[src/rtl/conv_accum_wb.sv]
// Per-pixel tap accumulator with bias, shift and saturation, and a valid/ready pixel writeback.
// Optional build macro CONV_ACCUM_RELU_EN clamps negative results to zero after saturation.
module conv_accum_wb #(
  parameter int unsigned PW    = 48,
  parameter int unsigned F     = 3,
  parameter int unsigned K     = 3,
  parameter int unsigned OUT_N = 30,
  parameter int unsigned ACC_W = 56,
  parameter int unsigned OW    = 24,
  parameter int unsigned SHIFT = 0
) (
  input  logic                 clk,
  input  logic                 rstn,
  input  logic                 start,
  input  logic                 abort,
  input  logic signed [OW-1:0] bias,
  input  logic                 in_valid,
  output logic                 in_ready,
  input  logic signed [PW-1:0] in_data,
  output logic                 out_valid,
  input  logic                 out_ready,
  output logic signed [OW-1:0] out_data,
  output logic [15:0]          out_row,
  output logic [15:0]          out_col,
  output logic                 busy,
  output logic                 frame_done,
  output logic                 sat_flag
);

  localparam int unsigned Taps = F * F * K;
  localparam int unsigned TapW = $clog2(Taps);
  localparam logic signed [ACC_W-1:0] MaxV = {{(ACC_W-OW+1){1'b0}}, {(OW-1){1'b1}}};
  localparam logic signed [ACC_W-1:0] MinV = {{(ACC_W-OW+1){1'b1}}, {(OW-1){1'b0}}};

  typedef enum logic [1:0] {StIdle, StAccum, StEmit, StDone} state_e;

  state_e                    state_q, state_d;
  logic signed [ACC_W-1:0]   acc_q, acc_d;
  logic [TapW-1:0]           tap_q, tap_d;
  logic [15:0]               row_q, row_d, col_q, col_d;
  logic signed [OW-1:0]      bias_q, bias_d, out_q, out_d;
  logic                      sat_q, sat_d;

  logic signed [ACC_W-1:0]   sum, shifted;
  logic signed [OW-1:0]      res;
  logic                      clamp, last_tap, last_pix;

  assign last_tap = (tap_q == TapW'(Taps - 1));
  assign last_pix = (row_q == 16'(OUT_N - 1)) && (col_q == 16'(OUT_N - 1));
  assign sum      = acc_q + ACC_W'(in_data);
  assign shifted  = sum >>> SHIFT;

  always_comb begin
    clamp = 1'b0;
    res   = shifted[OW-1:0];
    if (shifted > MaxV) begin
      res   = MaxV[OW-1:0];
      clamp = 1'b1;
    end else if (shifted < MinV) begin
      res   = MinV[OW-1:0];
      clamp = 1'b1;
    end
`ifdef CONV_ACCUM_RELU_EN
    if (res < 0) res = '0;
`endif
  end

  // abort wins over any same-cycle handshake, so both ready and valid are masked by it
  always_comb begin
    state_d    = state_q;
    in_ready   = 1'b0;
    out_valid  = 1'b0;
    frame_done = 1'b0;
    busy       = (state_q != StIdle);
    unique case (state_q)
      StIdle:  if (start) state_d = StAccum;
      StAccum: begin
        in_ready = 1'b1;
        if (in_valid && last_tap) state_d = StEmit;
      end
      StEmit: begin
        out_valid = 1'b1;
        if (out_ready) state_d = last_pix ? StDone : StAccum;
      end
      StDone: begin
        frame_done = 1'b1;
        state_d    = StIdle;
      end
      default: state_d = StIdle;
    endcase
    if (abort) begin
      state_d    = StIdle;
      in_ready   = 1'b0;
      out_valid  = 1'b0;
      frame_done = 1'b0;
    end
  end

  always_comb begin
    acc_d  = acc_q;
    tap_d  = tap_q;
    row_d  = row_q;
    col_d  = col_q;
    bias_d = bias_q;
    out_d  = out_q;
    sat_d  = sat_q;
    if (abort) begin
      acc_d = '0;
      tap_d = '0;
      row_d = '0;
      col_d = '0;
    end else begin
      unique case (state_q)
        StIdle: if (start) begin
          bias_d = bias;
          acc_d  = ACC_W'(bias);
          tap_d  = '0;
          row_d  = '0;
          col_d  = '0;
          sat_d  = 1'b0;
        end
        StAccum: if (in_valid) begin
          acc_d = sum;
          tap_d = tap_q + TapW'(1);
          if (last_tap) begin
            out_d = res;
            tap_d = '0;
            if (clamp) sat_d = 1'b1;
          end
        end
        StEmit: if (out_ready && !last_pix) begin
          acc_d = ACC_W'(bias_q);
          tap_d = '0;
          if (col_q == 16'(OUT_N - 1)) begin
            col_d = '0;
            row_d = row_q + 16'd1;
          end else begin
            col_d = col_q + 16'd1;
          end
        end
        default: ;
      endcase
    end
  end

  always_ff @(posedge clk or negedge rstn) begin
    if (!rstn) begin
      state_q <= StIdle;
      acc_q   <= '0;
      tap_q   <= '0;
      row_q   <= '0;
      col_q   <= '0;
      bias_q  <= '0;
      out_q   <= '0;
      sat_q   <= 1'b0;
    end else begin
      state_q <= state_d;
      acc_q   <= acc_d;
      tap_q   <= tap_d;
      row_q   <= row_d;
      col_q   <= col_d;
      bias_q  <= bias_d;
      out_q   <= out_d;
      sat_q   <= sat_d;
    end
  end

  assign out_data = out_q;
  assign out_row  = row_q;
  assign out_col  = col_q;
  assign sat_flag = sat_q;

endmodule

[config.mk]
export PLATFORM = sky130hd
export DESIGN_NAME = conv_accum_wb
export DESIGN_NICKNAME = d
export VERILOG_FILES = /design/src/rtl/conv_accum_wb.sv
export SDC_FILE = /design/constraint.sdc
export NUM_CORES = 1
export LEC_CHECK = 0
export ABC_AREA = 1
export CAP_MARGIN = 10
export CELL_PAD_IN_SITES_DETAIL_PLACEMENT = 1
export CELL_PAD_IN_SITES_GLOBAL_PLACEMENT = 2
export CORE_MARGIN = 2
export CORE_UTILIZATION = 26
export DETAILED_ROUTE_END_ITERATION = 8
export GPL_TIMING_DRIVEN = 0
export PLACE_DENSITY_LB_ADDON = 0.05
export RECOVER_POWER = 100
export SYNTH_ARGS = -nofsm -noshare
export SYNTH_HDL_FRONTEND = slang
export SYNTH_SLANG_ARGS = --single-unit
[constraint.sdc]
create_clock -name clk -period 4.3 [get_ports clk]
set_input_delay 0.43 -clock clk [delete_from_list [all_inputs] [get_ports clk]]
set_output_delay 0.43 -clock clk [all_outputs]
set_load 0.03 [all_outputs]
==> results.md, run 1 <==
Outcome:
- The run finished, with violations left.
- The final reports fail on max-capacitance violations, max-slew violations.

Worst setup path:
- The register-to-register setup slack is between 0.3 and 0.4 ns.
- The number of cells traversed by the worst register-to-register path is 11.
- The worst setup path is captured at a flip-flop.
- The cell repeated most along the worst path is sky130_fd_sc_hd__nand2_1.
- The termination of the worst setup path is out_data[14].
- The critical path depth in cells is 24.
- Of all nets on the critical path, the largest fanout is 10.
- The worst endpoint required time is 4.72 ns.
- Tracing the worst setup path back leads to its startpoint at in_data[0].
- The launching point of the worst reg2reg path is state_q[1].
- The critical path is of the input port to flip-flop type.
- Walking the worst path, the cells encountered are clkdlybuf4s50_1 -> ha_1 -> inv_1 -> fa_1 -> inv_1 -> nand3_1 -> nand2_1 -> nand2_1 -> nand2_1 -> nand2_1 -> nand2_1 -> nand2_1 -> nand3_1 -> nand2_1 -> nor2_1 -> nand2_1 -> nor2_1 -> nand2_1 -> nor2_1 -> nand2_1 -> nand2_1 -> buf_6 -> nand2_1 -> a21boi_0.
- The maximum single-stage delay on the critical path is 0.48 ns.
- The worst setup path is launched from an input port.
- For this design, the slowest cell found on the critical path is sky130_fd_sc_hd__clkdlybuf4s50_1.
- STA puts the critical path data arrival time at between 4 and 5 ns.
- The end of the worst register-to-register path is acc_q[48].
- The kind of cell with the highest combined delay on the critical path is simple AND/OR/NAND/NOR gates.
- The number of buffer and inverter instances along the worst setup path is 4.

Timing:
- The final critical path takes up between 90% and 100% of the cycle.
- The normalized max-slew margin is -99.1%.
- For the finished layout, the period the worst path requires is 4.01 ns.
- For this run, the top clock speed supported by timing is 0.250 GHz.
- Across the routed clock network, the largest skew measured is 0.0255 ns.
- The number of max-slew violations in the final report is 61.
- The worst-case hold slack is 0.494 ns.
- Setup repair after global routing left no endpoint under its margin.
- The count of final setup violators is 0.
- The slew at the pin with the worst max-slew slack is 2.99 ns.
- The hold violation total from the final report came to 0.

Power and ir drop:
- Cell internal power was estimated by the tool at ~0.0045 W.
- In this run, the clock network consumes 18.3% of the power.
- The design draws 0.00961 W.
- The switching power summed over all nets is 0.00509 W.
- The power per standard cell area is approximately 620 nW/µm².
- The highest ir drop seen on vdd is approximately 0.00027 V.
- The proportion of power drawn by combinational gates is 61.8%.
- Sequential cells burn about a fifth of the power.
- The leakage power total is 8.18 nW.
- The switching power share of the total is roughly 53%.

GRT:
- The number of antenna violations at the first check in global routing is 1.
- The overall track demand over capacity in global routing is 22.0%.
- The number of global-route vias before repair was 14,000.
- The first-pass GRT wire length is 82,600 µm.
- The total overflow left after global routing is 0.
- Entering global routing, the biggest net connects 86 pins.

Clock tree:
- The clock tree synthesis step divided the H-tree into 4 levels.
- Counting every sink on the clock net gives between 100 and 150.
- TritonCTS built the clock tree.
- The post-CTS setup-driven buffer insertion count is 0.
- The clock latency at the later pin of the worst-skew pair is 0.50 ns.
- The maximum buffer depth of the clock tree is 2.
- Clock-pin slew was measured on the worst setup and hold paths at 0.07 ns.
- The number of clock buffers inserted by TritonCTS is 17.
- The root buffer selected by CTS is sky130_fd_sc_hd__clkbuf_16.

Floorplan:
- The die covers 50,300 µm².
- The I/O pin count is 139.
- The total area inside the core boundary comes to 47,800 µm².
- The die height is 224 µm.
- The initialized floorplan defines 80 standard-cell rows.
- The effective utilization at floorplan is 26.4%.
- The horizontal extent of the die is 224 µm.

Drt:
- The count of nets left with antenna violations once routing finished came out at 0.
- Before antenna repair, the detailed router went through 5 iterations.
- For this run, design rule violations remaining after detail routing come to 0.
- The count of routing violations after the opening detailed-route iteration is 635.
- The average routed wire per standard cell is 19.1 µm.
- The post-detailed-route via-to-cell ratio is 4.70.
- The routed design has 53,400 µm of wire.
- The routed layout has between 10,000 and 15,000 vias.

Synth:
- The average size of a mapped cell is 6.29 µm².
- The cell count after synthesis came out at between 2,000 and 2,500.
- The post-synth net total is ~2,200.
- The total of warnings raised by yosys is 0.
- The fraction of the yosys area taken by sequential cells is 28.6%.
- For this run, asynchronously set or reset flops after synthesis account for 100%.
- In the post-synthesis netlist, the biggest area contributors are sky130_fd_sc_hd__dfrtp_1 29%, sky130_fd_sc_hd__nand2_1 22%, sky130_fd_sc_hd__inv_1 11%.
- The count of different cell masters after synthesis is 46.
- The synthesis-stage register bit count is 144.
- In this run, synthesis inferred 0 flip-flops with an integrated enable.
- In this run the biggest area consumer among cell types represents 28.6% of the synthesized area.
- The most used flip-flop cell after synthesis is sky130_fd_sc_hd__dfrtp_1.
- The largest total area in the synthesized netlist belongs to sky130_fd_sc_hd__dfrtp_1.
- Summing every instance area after synthesis gives roughly 13,000 µm².

Layout:
- The final cell utilization of the core is between 30% and 40%.
- The number of fillers in the final layout is 6,105.
- The share of cells above drive strength 1 is 4.13%.
- The sequential cells in the finished layout cover a total of 3600 µm².
- The net count of the finished layout is 2,310.
- The count of cells in the finished layout, fillers not included, comes to 2,794.
- Compared with the post-synthesis result, the final layout area differs by 22.0%.
- In the final layout, the multi-input gates occupy around 7300 µm².

Placement:
- The count of input and output buffers is 137.
- The final weighted congestion of routability-driven global placement is 0.849.
- The detailed-placement wirelength estimate is 44,600 µm.
- Once placement completed, the tool counted placed cells totaling 2,760.

Hold path:
- The path class of the tightest hold or removal check is flip-flop to flip-flop.
- The depth of the worst hold-timing path is 2.

Run:
- The number of max-cap violations is 1.
==> sequential cells by signal, summed over array words and instances, names as in the netlist <==
register and flops:
acc_q 56, bias_q 24, out_col 16, out_data 24, out_row 16, sat_flag 1
state_q 2, tap_q 5
==> cell usage after synthesis, types with 5 or more instances <==
library cell,n
sky130_fd_sc_hd__nand2_1,737
sky130_fd_sc_hd__inv_1,373
sky130_fd_sc_hd__nor2_1,152
sky130_fd_sc_hd__dfrtp_1,144
sky130_fd_sc_hd__nand3_1,87
sky130_fd_sc_hd__o21ai_0,77
sky130_fd_sc_hd__a21oi_1,70
sky130_fd_sc_hd__ha_1,66
sky130_fd_sc_hd__clkbuf_1,32
sky130_fd_sc_hd__xor2_1,32
sky130_fd_sc_hd__a22o_1,31
sky130_fd_sc_hd__nand4_1,25
sky130_fd_sc_hd__nor3_1,25
sky130_fd_sc_hd__a21boi_2,20
sky130_fd_sc_hd__a32o_1,16
sky130_fd_sc_hd__nor2_2,15
sky130_fd_sc_hd__a221o_1,12
sky130_fd_sc_hd__nand2_2,12
sky130_fd_sc_hd__nor4_1,10
sky130_fd_sc_hd__o41ai_1,7
sky130_fd_sc_hd__mux2_2,5
sky130_fd_sc_hd__xnor2_1,5
==> worst min-delay path: stages, from the launching register on <==
cell,delay [ns]
sky130_fd_sc_hd__dfrtp_1,0.35
sky130_fd_sc_hd__nand2_1,0.05
sky130_fd_sc_hd__o21ai_0,0.06
==> layer usage <==
metal	part of all wire, %	global-route usage [%]	vias up
li1	-	-	6605
met1	50	30.6	6305
met2	45	35.6	173
met3	2.8	2.99	42
met4	1.8	6.09	0
met5	0	0	-
==> layout by cell type, fill, tap and decap left out, types with 5 or more instances in the layout <==
cell	synthesis	final
sky130_fd_sc_hd__nor2_1	152	153
sky130_fd_sc_hd__mux2_2	5	5
sky130_fd_sc_hd__a22o_1	31	31
sky130_fd_sc_hd__a32o_1	16	16
sky130_fd_sc_hd__nor3_1	25	25
sky130_fd_sc_hd__o21ai_0	77	77
sky130_fd_sc_hd__nor2_2	15	14
sky130_fd_sc_hd__nand2_2	12	8
sky130_fd_sc_hd__a21oi_1	70	70
sky130_fd_sc_hd__xnor2_1	5	5
sky130_fd_sc_hd__nor4_1	10	10
sky130_fd_sc_hd__a21boi_0	3	12
sky130_fd_sc_hd__dfrtp_1	144	144
sky130_fd_sc_hd__a221o_1	12	12
sky130_fd_sc_hd__ha_1	66	66
sky130_fd_sc_hd__clkdlybuf4s50_1	0	75
sky130_fd_sc_hd__clkbuf_1	32	36
sky130_fd_sc_hd__inv_1	373	373
sky130_fd_sc_hd__buf_6	4	6
sky130_fd_sc_hd__nand2_1	737	741
sky130_fd_sc_hd__nand3_1	87	87
sky130_fd_sc_hd__a21boi_2	20	11
sky130_fd_sc_hd__xor2_1	32	32
sky130_fd_sc_hd__o41ai_1	7	7
sky130_fd_sc_hd__nand4_1	25	25
sky130_fd_sc_hd__dlygate4sd3_1	0	62
sky130_fd_sc_hd__clkbuf_16	0	17
==> cell families (layout without fill, tap and decap cells) <==
kind of cell | Yosys count | after routing | synth area share, %
fa+ha+maj | 67 | 67 | 6.71
buf+inv | 423 | 595 | 12.9
xor+xnor | 38 | 38 | 2.79
compound gates | 250 | 250 | 13.5
other cells | 0 | 1 | 0
mux | 5 | 5 | 0.446
flops | 144 | 144 | 28.6
simple gates | 1079 | 1079 | 35.1
==> worst min path at each step <==
| stage | from | to | slack (ns) |
|---|---|---|---|
| after floorplan | rstn | acc_q[0] | 0.13 |
| after global placement | bias_q[23] | bias_q[23] | 0.47 |
| after detailed placement | rstn | bias_q[19] | 0.42 |
| after CTS | rstn | acc_q[31] | 0.47 |
| after global routing | bias_q[22] | bias_q[22] | 0.52 |
| final | bias_q[16] | bias_q[16] | 0.49 |
==> power groups by stage <==
stage | Clock [W] | Sequential (W) | Combinational (W)
after detailed placement | 0 | 0.00194 | 0.00603
after global routing | 0.00185 | 0.00197 | 0.00671
after floorplan | 0 | 0.00191 | 0.00389
final | 0.00176 | 0.00192 | 0.00594
after global placement | 0 | 0.00193 | 0.00593
after CTS | 0.00182 | 0.00192 | 0.00607
==> cell type report <==
type,instances,share of cell area [%]
Multi-Input combinational cell,1439,47.7
Sequential cell,144,23.4
Inverter,379,9.24
Timing Repair Buffer,140,9.14
Tap cell,615,5.00
Clock buffer,19,2.94
Buffer,44,1.28
Clock inverter,13,1.28
Antenna cell,1,0.0163
==> what timing repair did <==
action / 4_1_cts / 5_1_grt
hold buffers: 1 / 0
resized for setup: 0 / 0
endpoints found under the hold margin: 59 / 0
==> stage by stage <==
stage	setup TNS [ns]	worst slack, ns	instance area (µm²)
after detailed placement	-0.0731	-0.00838	14800
after CTS	0	0.284	15500
final	0	0.293	15400
after floorplan	0	1.55	12600
after global placement	-577.42	-4.05	14800
after global routing	0	0.0223	15400
(Power assumes the default switching activity.)
==> run 2: changes to the inputs <==
--- a/config.mk
+++ b/config.mk
@@ -6,7 +6,6 @@
 export NUM_CORES = 1
 export LEC_CHECK = 0
 export ABC_AREA = 1
-export CAP_MARGIN = 10
 export CELL_PAD_IN_SITES_DETAIL_PLACEMENT = 1
 export CELL_PAD_IN_SITES_GLOBAL_PLACEMENT = 2
 export CORE_MARGIN = 2
==> run 2 against run 1 <==
Net effect: the flow still finishes with violations (max-capacitance violations, max-slew violations); first-iteration DRC count is 3.0% higher; sequential share of layout area is 0.096 points higher; largest power group unchanged; highest routed layer unchanged; global-route usage is 0.11 points lower; routed wire length is 0.69% lower; clock power is 6% lower; worst hold slack worse by 0.0024 ns; utilization is 0.13 points lower; non-clock buffer count is 1 lower; final cell count hardly changed; critical endpoint is now out_data[3]; count of clock-buffer cells in the layout stayed put; die area stayed put.
==> results.md, run 2 (synthesis results as in run 1) <==
Hold path:
- The min-delay analysis places its worst path in the category flip-flop to flip-flop.
- The depth of the worst hold-timing path is 2.
- The worst hold endpoint is bias_q[23].
- The origin of the worst min-delay path is bias_q[23].

Floorplan:
- The die height is 224 µm.
- roughly 140 I/O pins were placed.
- The floorplan step set the die width to 224 µm.
- The floorplan step defined a core boundary enclosing 47,800 µm².
- The die area is 50,300 µm².
- Once the floorplan was initialized, standard cells occupied 26.4% of the core.
- The number of rows created at floorplan is 80.

Worst setup path:
- The worst register-to-register path ends at acc_q[33].
- The maximum single-stage delay on the critical path is ~0.55 ns.
- The kind of start point of the critical path is an input port.
- The worst setup path is captured at a flip-flop.
- The standard cell with the maximum stage delay on the critical path is sky130_fd_sc_hd__dlygate4sd3_1.
- STA puts the critical path data required time at roughly 4.7 ns.
- The launching point of the worst reg2reg path is state_q[1].
- By startpoint and endpoint, the worst setup path is classified as input port to flip-flop.
- The cell that appears most often on the critical path is sky130_fd_sc_hd__nand2_1.
- The number of cells traversed by the worst register-to-register path is 11.
- The kind of cell with the highest combined delay on the critical path is simple AND/OR/NAND/NOR gates.
- Traced cell by cell, the critical path runs through dlygate4sd3_1 -> ha_1 -> inv_1 -> fa_1 -> inv_1 -> nand2_1 -> nand3_1 -> nand2_1 -> nand2_1 -> nand2_1 -> nand2_1 -> nand2_1 -> nand2_1 -> nand2_1 -> nand2_1 -> nand2_1 -> nor2_1 -> nand2_1 -> nor2_1 -> nand2_1 -> a21oi_4 -> buf_6 -> a21boi_0.
- The maximum fanout encountered on the critical timing path is 10.
- The number of buffer and inverter instances along the worst setup path is 4.
- Data arrives at the worst endpoint at ~4.3 ns.
- The worst register-to-register path has a setup slack of between 0.4 and 0.5 ns.

Power and ir drop:
- The highest ir drop seen on vdd is approximately 0.0003 V.
- The leakage power total is 8.15 nW.
- The power per standard cell area is 617 nW/µm².

Clock tree:
- The maximum buffer depth of the clock tree is 2.
- Once the clock tree was built, the resizer swapped 0 gates to a different size.
- After clock tree synthesis, the clock-pin slew on the worst setup and hold paths is roughly 0.070 ns.
- The number of clock buffers inserted by TritonCTS is 17.
- The CTS sink count is between 100 and 150.
- The root buffer cell chosen for the clock tree is sky130_fd_sc_hd__clkbuf_16.
- TritonCTS built the clock tree.
- The maximum level of the CTS H-tree is 4.
- After clock tree synthesis, the setup repair step added 0 buffers.
- The clock latency at the later pin of the worst-skew pair is 0.49 ns.

Layout:
- The area growth from synthesis to final layout is 21.5%.
- The most common library cell in the layout ignoring fill and taps is sky130_fd_sc_hd__nand2_1.
- The number of diodes added for antenna fixing is 0.
- The register name with the most flops is acc_q.
- The share of cells above drive strength 1 is 3.81%.
- Measured on the finished design, the core utilization comes to 32.0%.
- The final standard cell count with taps included and fillers excluded is 2,792.
- Leaving out fill and tap cells, the most frequent cells in the layout are 739 x sky130_fd_sc_hd__nand2_1, 373 x sky130_fd_sc_hd__inv_1, 152 x sky130_fd_sc_hd__nor2_1.
- The number of fillers in the final layout is 6,155.
- After routing the design area is 15,300 µm².
- The register with the most flip-flops in the layout has 56 of them.
- The net count reported at finish is 2,309.

Placement:
- Buffers placed on the I/O ports in this run total 137.
- After detailed placement, the design holds a cell count of 2,759.
- After legalization and detailed placement, the total HPWL measured 44,400 µm.
- At the end of routability-driven placement, the weighted congestion stood at ~0.85.
- The post-place instance area is 14,800 µm².

Drt:
- The detailed router placed 13,200 vias in this run.
- The count of routing violations after the opening detailed-route iteration is 654.
- The average routed wire per standard cell is 19.0 µm.
- Using the TritonRoute via totals, the vias-per-cell ratio works out to 4.71.
- Once detail routing completed, the nets flagged for antenna violations numbered 0.
- The number of detailed-routing iterations run before antenna repair is 5.
- The routed wire length is approximately 53,000 µm.
- In the routed design, unresolved DRC markers number 0.

Timing:
- Setup violations remaining at the end of the flow were counted as 0.
- Setup repair after global routing left no endpoint under its margin.
- The normalized max-slew margin is -106%.
- Counting I/O delays and the setup requirement, the final critical path takes 3.94 ns.
- The hold violation total from the final report came to 0.
- Static timing analysis puts the maximum clock frequency at about 0.25 GHz.
- The final worst clock skew is 0.0145 ns.
- The number of max-slew violations in the final report came to 60.
- The share of the clock period used by the worst path after layout is 91.6%.
- The slew at the pin with the worst max-slew slack is 3.09 ns.

Run:
- The tool flagged a number of max-cap violations equal to 1.

GRT:
- Entering global routing, the biggest net connects 86 pins.
- The first-pass GRT wire length is about 80,000 µm.
- The overall track demand over capacity in global routing is 21.9%.
- For this run the aggregate overflow at the end of global routing stands at 0.
- The number of antenna violations at the first check in global routing is 0.
- The number of global-route vias before repair is between 10,000 and 15,000.

Outcome:
- The flow ran to the end, but the final reports show violations.
- The checks that failed: max-capacitance violations, max-slew violations.
run 2: report_power, final:
group,total (W),internal (W),switching (W)
registers,0.00192,0.00170,0.000215
clock network,0.00166,0.000937,0.000725
logic,0.00588,0.00179,0.00409
total,0.00946,0.00443,0.00503
run 2: what timing repair did:
action / 4_1_cts / 5_1_grt
endpoints found under the hold margin: 59 / 0
hold buffers: 1 / 0
endpoints found under the setup margin: 0 / 0
run 2: final cells by class:
cell class                 count  area (µm²)  share of cell area, %
buffer                        44         196                   1.28
clock buffer                  19         443                   2.89
clock inverter                13         176                   1.15
inverter                     379        1420                   9.28
multi-input combinational   1439        7310                   47.7
sequential                   144        3600                   23.5
tap                          615         769                   5.02
timing repair buffer         139        1410                   9.21
run 2: worst max path at each step:
| stage | startpoint | to | slack [ns] | cells past startpoint |
|---|---|---|---|---|
| 2_1_floorplan | in_data[0] | out_data[10] | 1.55 | 22 |
| 3_3_place_gp | rstn | out_col[13] | -4.05 | 1 |
| 3_5_place_dp | in_data[0] | out_data[3] | -0.007 | 23 |
| 4_1_cts | state_q[1] | acc_q[33] | 0.36 | 11 |
| 5_1_grt | state_q[1] | acc_q[42] | 0.07 | 11 |
| 6_report | in_data[0] | out_data[3] | 0.36 | 23 |
run 2: layer usage:
layer | GRT usage, % | up-vias | part of all wire, %
li1 | - | 6594 | -
met5 | 0 | - | 0
met2 | 35.7 | 154 | 46
met4 | 5.06 | 0 | 1.6
met3 | 3.11 | 33 | 2.5
met1 | 30.5 | 6374 | 50
run 2: worst register-to-register path: stages, from the launching register on:
cell and delay, ns:
sky130_fd_sc_hd__dfrtp_1 0.40, sky130_fd_sc_hd__inv_1 0.12, sky130_fd_sc_hd__ha_1 0.30, sky130_fd_sc_hd__clkbuf_1 0.39, sky130_fd_sc_hd__inv_1 0.19, sky130_fd_sc_hd__nand3_1 0.11
sky130_fd_sc_hd__nand2_1 0.06, sky130_fd_sc_hd__nor2_1 0.37, sky130_fd_sc_hd__nand2_2 0.26, sky130_fd_sc_hd__a21oi_1 0.84, sky130_fd_sc_hd__clkbuf_1 0.53, sky130_fd_sc_hd__a22o_1 0.22
run 2: through the flow:
stage / hold WS (ns) / power (W) / setup slack (ns) / setup TNS [ns]
3_3_place_gp: 0.467 / 0.00787 / -4.05 / -577.42
4_1_cts: 0.489 / 0.00968 / 0.365 / 0
3_5_place_dp: 0.425 / 0.00794 / -0.00749 / -0.0509
5_1_grt: 0.517 / 0.0104 / 0.0713 / 0
2_1_floorplan: 0.134 / 0.00580 / 1.55 / 0
6_report: 0.491 / 0.00946 / 0.360 / 0
